`config.mk`:
```
export PLATFORM = sky130hd
export DESIGN_NAME = rom_dl_ctrl
export DESIGN_NICKNAME = d
export VERILOG_FILES = /design/src/rtl/rom_dl_pkg.sv /design/src/rtl/rom_dl_ctrl.sv
export SDC_FILE = /design/constraint.sdc
export NUM_CORES = 1
export LEC_CHECK = 0
export CAP_MARGIN = 20
export CORE_ASPECT_RATIO = 1.4
export CORE_UTILIZATION = 43
export DETAILED_ROUTE_END_ITERATION = 7
export PLACE_DENSITY = 0.77
export SLEW_MARGIN = 20
export SYNTH_ARGS = -nofsm -noshare
export SYNTH_HDL_FRONTEND = slang
export SYNTH_SLANG_ARGS = --single-unit
```
`constraint.sdc`:
```
create_clock -name clk_i -period 2.74 [get_ports clk_i]
set_input_delay 0.274 -clock clk_i [delete_from_list [all_inputs] [get_ports clk_i]]
set_output_delay 0.274 -clock clk_i [all_outputs]
set_load 0.05 [all_outputs]
```
`src/rtl/rom_dl_pkg.sv`:
```
// rom_dl_pkg -- shared definitions for the ROM download controller.
//   dl_state_e    : controller states (IDLE, LOAD, SETTLE, RUN)
//   ROM_SIZE_DEF  : byte count of a complete image
//   PROG_BASE     : program ROM region base ('h0000-'h3FFF)
//   VEC_BASE      : vector ROM region base ('h4000-'h4FFF)
//   BYTE_CNT_W    : width of the accepted-byte counter
package rom_dl_pkg;

    typedef enum logic [1:0] {
        ST_IDLE   = 2'd0,
        ST_LOAD   = 2'd1,
        ST_SETTLE = 2'd2,
        ST_RUN    = 2'd3
    } dl_state_e;

    localparam int          ROM_SIZE_DEF = 'h5000;
    localparam logic [24:0] PROG_BASE    = 25'h0000;
    localparam logic [24:0] VEC_BASE     = 25'h4000;
    localparam int          BYTE_CNT_W   = 17;

endpackage

```
`src/rtl/rom_dl_ctrl.sv`:
```
// rom_dl_ctrl -- sequences a ROM image download into the core and holds the
// core in reset until the image has landed and a settle period has elapsed.
//
// Parameters
//   ROM_SIZE       byte count of a complete image
//   SETTLE_CYCLES  cycles the core stays in reset after the download ends
// Ports
//   clk_i           in   sole clock, rising edge
//   btnCpuReset     in   synchronous active-low reset
//   ioctl_download  in   high for the whole transfer window
//   ioctl_wr        in   one-cycle byte strobe
//   ioctl_addr      in   byte address [24:0]
//   ioctl_dout      in   byte data [7:0]
//   dl_addr         out  registered address for the core's ROM ports
//   dl_data         out  registered data
//   dl_wr           out  registered, qualified write strobe
//   core_reset_n    out  core reset, high only in RUN
//   load_done       out  RUN reached after a clean load
//   load_error      out  sticky: wrong byte count or out-of-range write
//   checksum        out  modulo-2^16 sum of accepted bytes
// Build option
//   ROM_DL_CHECKSUM_EN  when defined, checksum accumulates accepted bytes;
//                       otherwise checksum is tied to zero.
module rom_dl_ctrl
    import rom_dl_pkg::*;
#(
    parameter int ROM_SIZE      = ROM_SIZE_DEF,
    parameter int SETTLE_CYCLES = 1024
) (
    input  logic        clk_i,
    input  logic        btnCpuReset,
    input  logic        ioctl_download,
    input  logic        ioctl_wr,
    input  logic [24:0] ioctl_addr,
    input  logic [7:0]  ioctl_dout,
    output logic [24:0] dl_addr,
    output logic [7:0]  dl_data,
    output logic        dl_wr,
    output logic        core_reset_n,
    output logic        load_done,
    output logic        load_error,
    output logic [15:0] checksum
);

    localparam int                    SW       = (SETTLE_CYCLES > 1) ? $clog2(SETTLE_CYCLES) : 1;
    localparam logic [SW-1:0]         SETTLE_LAST = SW'(SETTLE_CYCLES - 1);
    localparam logic [24:0]           ROM_END  = 25'(ROM_SIZE);
    localparam logic [BYTE_CNT_W-1:0] ROM_CNT  = BYTE_CNT_W'(ROM_SIZE);

    dl_state_e             state, state_nxt;
    logic                  dl_prev;
    logic [BYTE_CNT_W-1:0] byte_cnt, byte_cnt_inc;
    logic [SW-1:0]         settle_cnt;

    logic rise, fall, load_entry, settle_entry, in_range, accept, oor;

    assign rise         = ioctl_download & ~dl_prev;
    assign fall         = ~ioctl_download & dl_prev;
    assign load_entry   = (state == ST_IDLE || state == ST_RUN) && rise;
    // The falling-edge cycle itself is still LOAD, so a byte arriving with
    // the edge is accepted and counted before the size check below.
    assign settle_entry = (state == ST_LOAD) && fall;
    assign in_range     = ioctl_addr < ROM_END;
    assign accept       = (state == ST_LOAD) && ioctl_wr && in_range;
    assign oor          = (state == ST_LOAD) && ioctl_wr && !in_range;
    assign byte_cnt_inc = (accept && byte_cnt != '1) ? byte_cnt + 1'b1 : byte_cnt;

    assign core_reset_n = (state == ST_RUN);
    assign load_done    = (state == ST_RUN) && !load_error;

    always_comb begin
        state_nxt = state;
        case (state)
            ST_IDLE:   if (rise) state_nxt = ST_LOAD;
            ST_LOAD:   if (fall) state_nxt = ST_SETTLE;
            ST_SETTLE: if (settle_cnt == SETTLE_LAST) state_nxt = ST_RUN;
            ST_RUN:    if (rise) state_nxt = ST_LOAD;
            default:   state_nxt = ST_IDLE;
        endcase
    end

    always_ff @(posedge clk_i) begin
        if (!btnCpuReset) begin
            state      <= ST_IDLE;
            // Track the live level during reset so a download already high
            // at release is not mistaken for a fresh rising edge.
            dl_prev    <= ioctl_download;
            dl_wr      <= 1'b0;
            dl_addr    <= '0;
            dl_data    <= '0;
            load_error <= 1'b0;
            byte_cnt   <= '0;
            settle_cnt <= '0;
        end else begin
            state   <= state_nxt;
            dl_prev <= ioctl_download;
            dl_wr   <= accept;
            if (accept) begin
                dl_addr <= ioctl_addr;
                dl_data <= ioctl_dout;
            end

            if (load_entry) byte_cnt <= '0;
            else            byte_cnt <= byte_cnt_inc;

            if (load_entry)
                load_error <= 1'b0;
            else if (oor || (settle_entry && byte_cnt_inc != ROM_CNT))
                load_error <= 1'b1;

            if (settle_entry)            settle_cnt <= '0;
            else if (state == ST_SETTLE) settle_cnt <= settle_cnt + 1'b1;
        end
    end

`ifdef ROM_DL_CHECKSUM_EN
    logic [15:0] sum;

    always_ff @(posedge clk_i) begin
        if (!btnCpuReset)  sum <= '0;
        else if (load_entry) sum <= '0;
        else if (accept)   sum <= sum + {8'h00, ioctl_dout};
    end

    assign checksum = sum;
`else
    assign checksum = 16'h0000;
`endif

endmodule

```
==> results.toml <==
[outcome]
outcome = "completed"

[drt]
drtAntennaViolNets = 0
first_pass_iters = 4
wire_per_inst_um = 13.1
drc_errors = 0
num_vias = 2671
postRouteWirelength_mm = 7.11
viasPerCell = 4.92
drt_iter0_drc = 102

[logic_synthesis]
ys.flop_type = "dfxtp_1"
syn_area_per_cell_um2 = 8.61
yosys_warnings = 0
synth-seq-cells = 65
synth_top_area_share_pct = 42.9
synth_cell_types = 44
synthCells = 352
synth_top_area_cell = "dfxtp_1"
syn-cell-area_um2 = 3030
synthArstFlopShare_pct = 0
synth_edf_count = 0
ys_seq_area_share_pct = 42.9
synth_area_leaders = "dfxtp_1 (43%), nand2_1 (7.4%), nor2_1 (4.8%)"

[placed_design]
pre_cts_ws_ns = -0.170
dp_hpwl_mm = 4.97
gp_congestion = 0.878
post_dp_cell_area_um2 = 3970
portBuffers = 73

[cells_and_area]
final_area_um2 = 4190
seqCellArea_um2 = 1300
nets = 489
antenna_cells = 0
multi_input_area_um2 = 1610
final_util_pct = 62.5
drive_above_1_share_pct = 13.5
area_delta_synth_final_pct = 38.2
n_fill_cell = 579

[critical_path]
r2r_slack_ns = 0.14
crit_family = "simple AND/OR/NAND/NOR gates"
path_cells = "clkdlybuf4s50_1, or4_4, or4_4, nor4_2, nand4_1, a221oi_2, a31oi_1"
cp_max_fo = 10
cp_slowest_cell = "or4_4"
rr_endpoint = "load_error$_SDFFE_PP0P_"
worstSetupStartpointType = "input pin"
r2r_start = "byte_cnt[9]$_SDFF_PP0_"
max_stage_delay_ns = 0.65
crit_top_cell = "or4_4"
required_ns = 2.96
worstSetupPathType = "in -> reg"
crit_path_end_kind = "register"
reg2reg_depth = 10
arrival_ns = 2.84
critPathBufInv = 1

[die]
fp.dieArea_um2 = 7390
core_area_um2 = 6700
io_pins = 90
start_util_pct = 45.2
fp.dieH_um = 101
rows = 35
die_w_um = 73.0

[grt]
grt_pass1_vias = 2537
grt_overflow = 0
grt_pass1_wl_mm = 11.4
grt_max_degree = 38
antenna_found_initial = 0
track_usage_pct = 20.0

[clocking]
cts_root_buf = "clkbuf_8"
clock_latency_ns = 0.34
cts_made_buffers = 9
cts_setup_buffers = 0
cts_max_level = 3
clk_path_buf_depth = 2
cts_tree = "built"
postCtsHoldBufs = 0
cts.sinks = 65
clk_pin_slew_ns = 0.07

[pwr]
leakage_nw = 1.56
powerDensity_nw_per_um2 = 513
ir_worst_vdd_v = 0.000301

[timing]
worst_slack_ns = 0.118
drv_slew = 0
fin_worst_skew_ns = 0.0102
hold_viol_final = 0
worst_slew_pin_slew_ns = 0.648
fin_crit_sh_pct = 95.7
rsz0062_at_grt = "no"
fmax_mhz = 381
min_period_ns = 2.62
finalSetupViolCount = 0
slew_headroom_pct = 56.7

[job]
max_cap_violations = 0

[worst_hold_path]
hold_depth = 2
min_to = "dl_addr[1]$_SDFFE_PN0P_"
min_from = "dl_addr[1]$_SDFFE_PN0P_"
min_path_type = "reg -> reg"
[what timing repair did]
item / in CTS / in global routing
hold endpoints to repair: 0 / 0
endpoints found under the setup margin: 0 / 1
gates resized for setup: 0 / 7
[layer usage]
layer / global-route usage [%] / vias to the layer above / wire length (um)
met3: 4.98 / 11 / 442
met4: 9.80 / 0 / 122
met1: 22.9 / 1209 / 2980
li1: - / 1352 / -
met5: 0 / - / 0
met2: 34.2 / 99 / 3560
[worst reg2reg max path, delay by kind of cell (launching register included)]
family / cells / cell delay, ns
and+or+nand+nor: 6 / 1.29
AOI/OAI and AO/OA: 2 / 0.45
DFF: 1 / 0.38
adders and majority gates: 1 / 0.20
buffers and inverters: 1 / 0.15
[sequential cells by signal, summed over array words and instances (netlist names)]
| signal | cells |
|---|---|
| byte_cnt | 17 |
| dl_addr | 25 |
| dl_data | 8 |
| dl_prev | 1 |
| dl_wr | 1 |
| load_error | 1 |
| settle_cnt | 10 |
| state | 2 |
[stage by stage]
step                      hold slack (ns)  cells  setup TNS (ns)  power, mW
final                               0.454    543               0       2.15
after global routing                0.475    543               0       2.25
after CTS                           0.455    543               0       2.17
after detailed placement            0.445    527          -0.362       1.42
after global placement              0.436    527          -0.113       1.41
after floorplan                     0.302    367               0       1.30
[final cells by class]
type	count	share of cell area (%)
well taps	92	2.75
clock buffers	11	3.38
repair buffers	100	22.9
inverters	7	0.627
multi-input cells	263	38.3
clock inverters	5	0.956
flip-flops and latches	65	31.1
[synthesized netlist by cell type, types with 2 or more instances]
master    instances
or2_2             2
nand4_1           8
o31ai_1           2
and4_1            4
o21ai_0           5
a21boi_1          5
a31oi_1           3
nor3_1            5
nand2_1          60
ha_1              6
or4_4             4
or3_1             2
a21oi_1           6
and3_1           13
nor2_1           39
inv_1             7
mux2i_1           4
clkbuf_1         12
nand3_1          14
and2_1            2
xnor2_1          12
buf_4            16
nor3_2            2
buf_2             3
xor2_1           15
a21boi_0         18
o21a_1            2
dfxtp_1          65
[placed cells by master (no fill, tap or decap), types with 6 or more instances in the layout]
cell type / count
buf_4: 25
nor2_1: 38
inv_1: 7
xor2_1: 15
a21boi_0: 18
and3_1: 13
dfxtp_1: 65
conb_1: 16
clkdlybuf4s50_1: 73
clkbuf_8: 10
xnor2_1: 12
nand3_1: 13
nand2_1: 60
nand4_1: 8
a21oi_1: 6
[kinds of logic after synthesis]
logic type / count (synthesis) / share of synthesized area, %
and+or+nand+nor: 163 / 26.9
DFF: 65 / 42.9
AOI/OAI and AO/OA: 47 / 11.3
buffers and inverters: 39 / 7.18
xor gates and xnor gates: 27 / 7.80
adders and majority gates: 6 / 2.48
muxes: 4 / 1.32
other: 1 / 0.124
[where the power goes]
| group | switching [mW] | leakage (nW) | internal, mW | total (mW) |
|---|---|---|---|---|
| Clock | 0.379 | 0.0939 | 0.359 | 0.738 |
| Combinational | 0.255 | 0.940 | 0.158 | 0.414 |
| Sequential | 0.0274 | 0.524 | 0.971 | 0.998 |
[worst max path at each step]
stage	slack, ns	start	cells after the start	endpoint
2_1_floorplan	0.005	byte_cnt[6]$_SDFF_PP0_	11	load_error$_SDFFE_PP0P_
4_1_cts	0.001	byte_cnt[9]$_SDFF_PP0_	10	load_error$_SDFFE_PP0P_
5_1_grt	0.01	byte_cnt[9]$_SDFF_PP0_	11	load_error$_SDFFE_PP0P_
6_report	0.12	ioctl_addr[17]	7	load_error$_SDFFE_PP0P_
3_3_place_gp	-0.08	ioctl_addr[17]	7	load_error$_SDFFE_PP0P_
3_5_place_dp	-0.17	ioctl_addr[17]	7	load_error$_SDFFE_PP0P_
No activity file was read; power rests on OpenSTA's default activity.
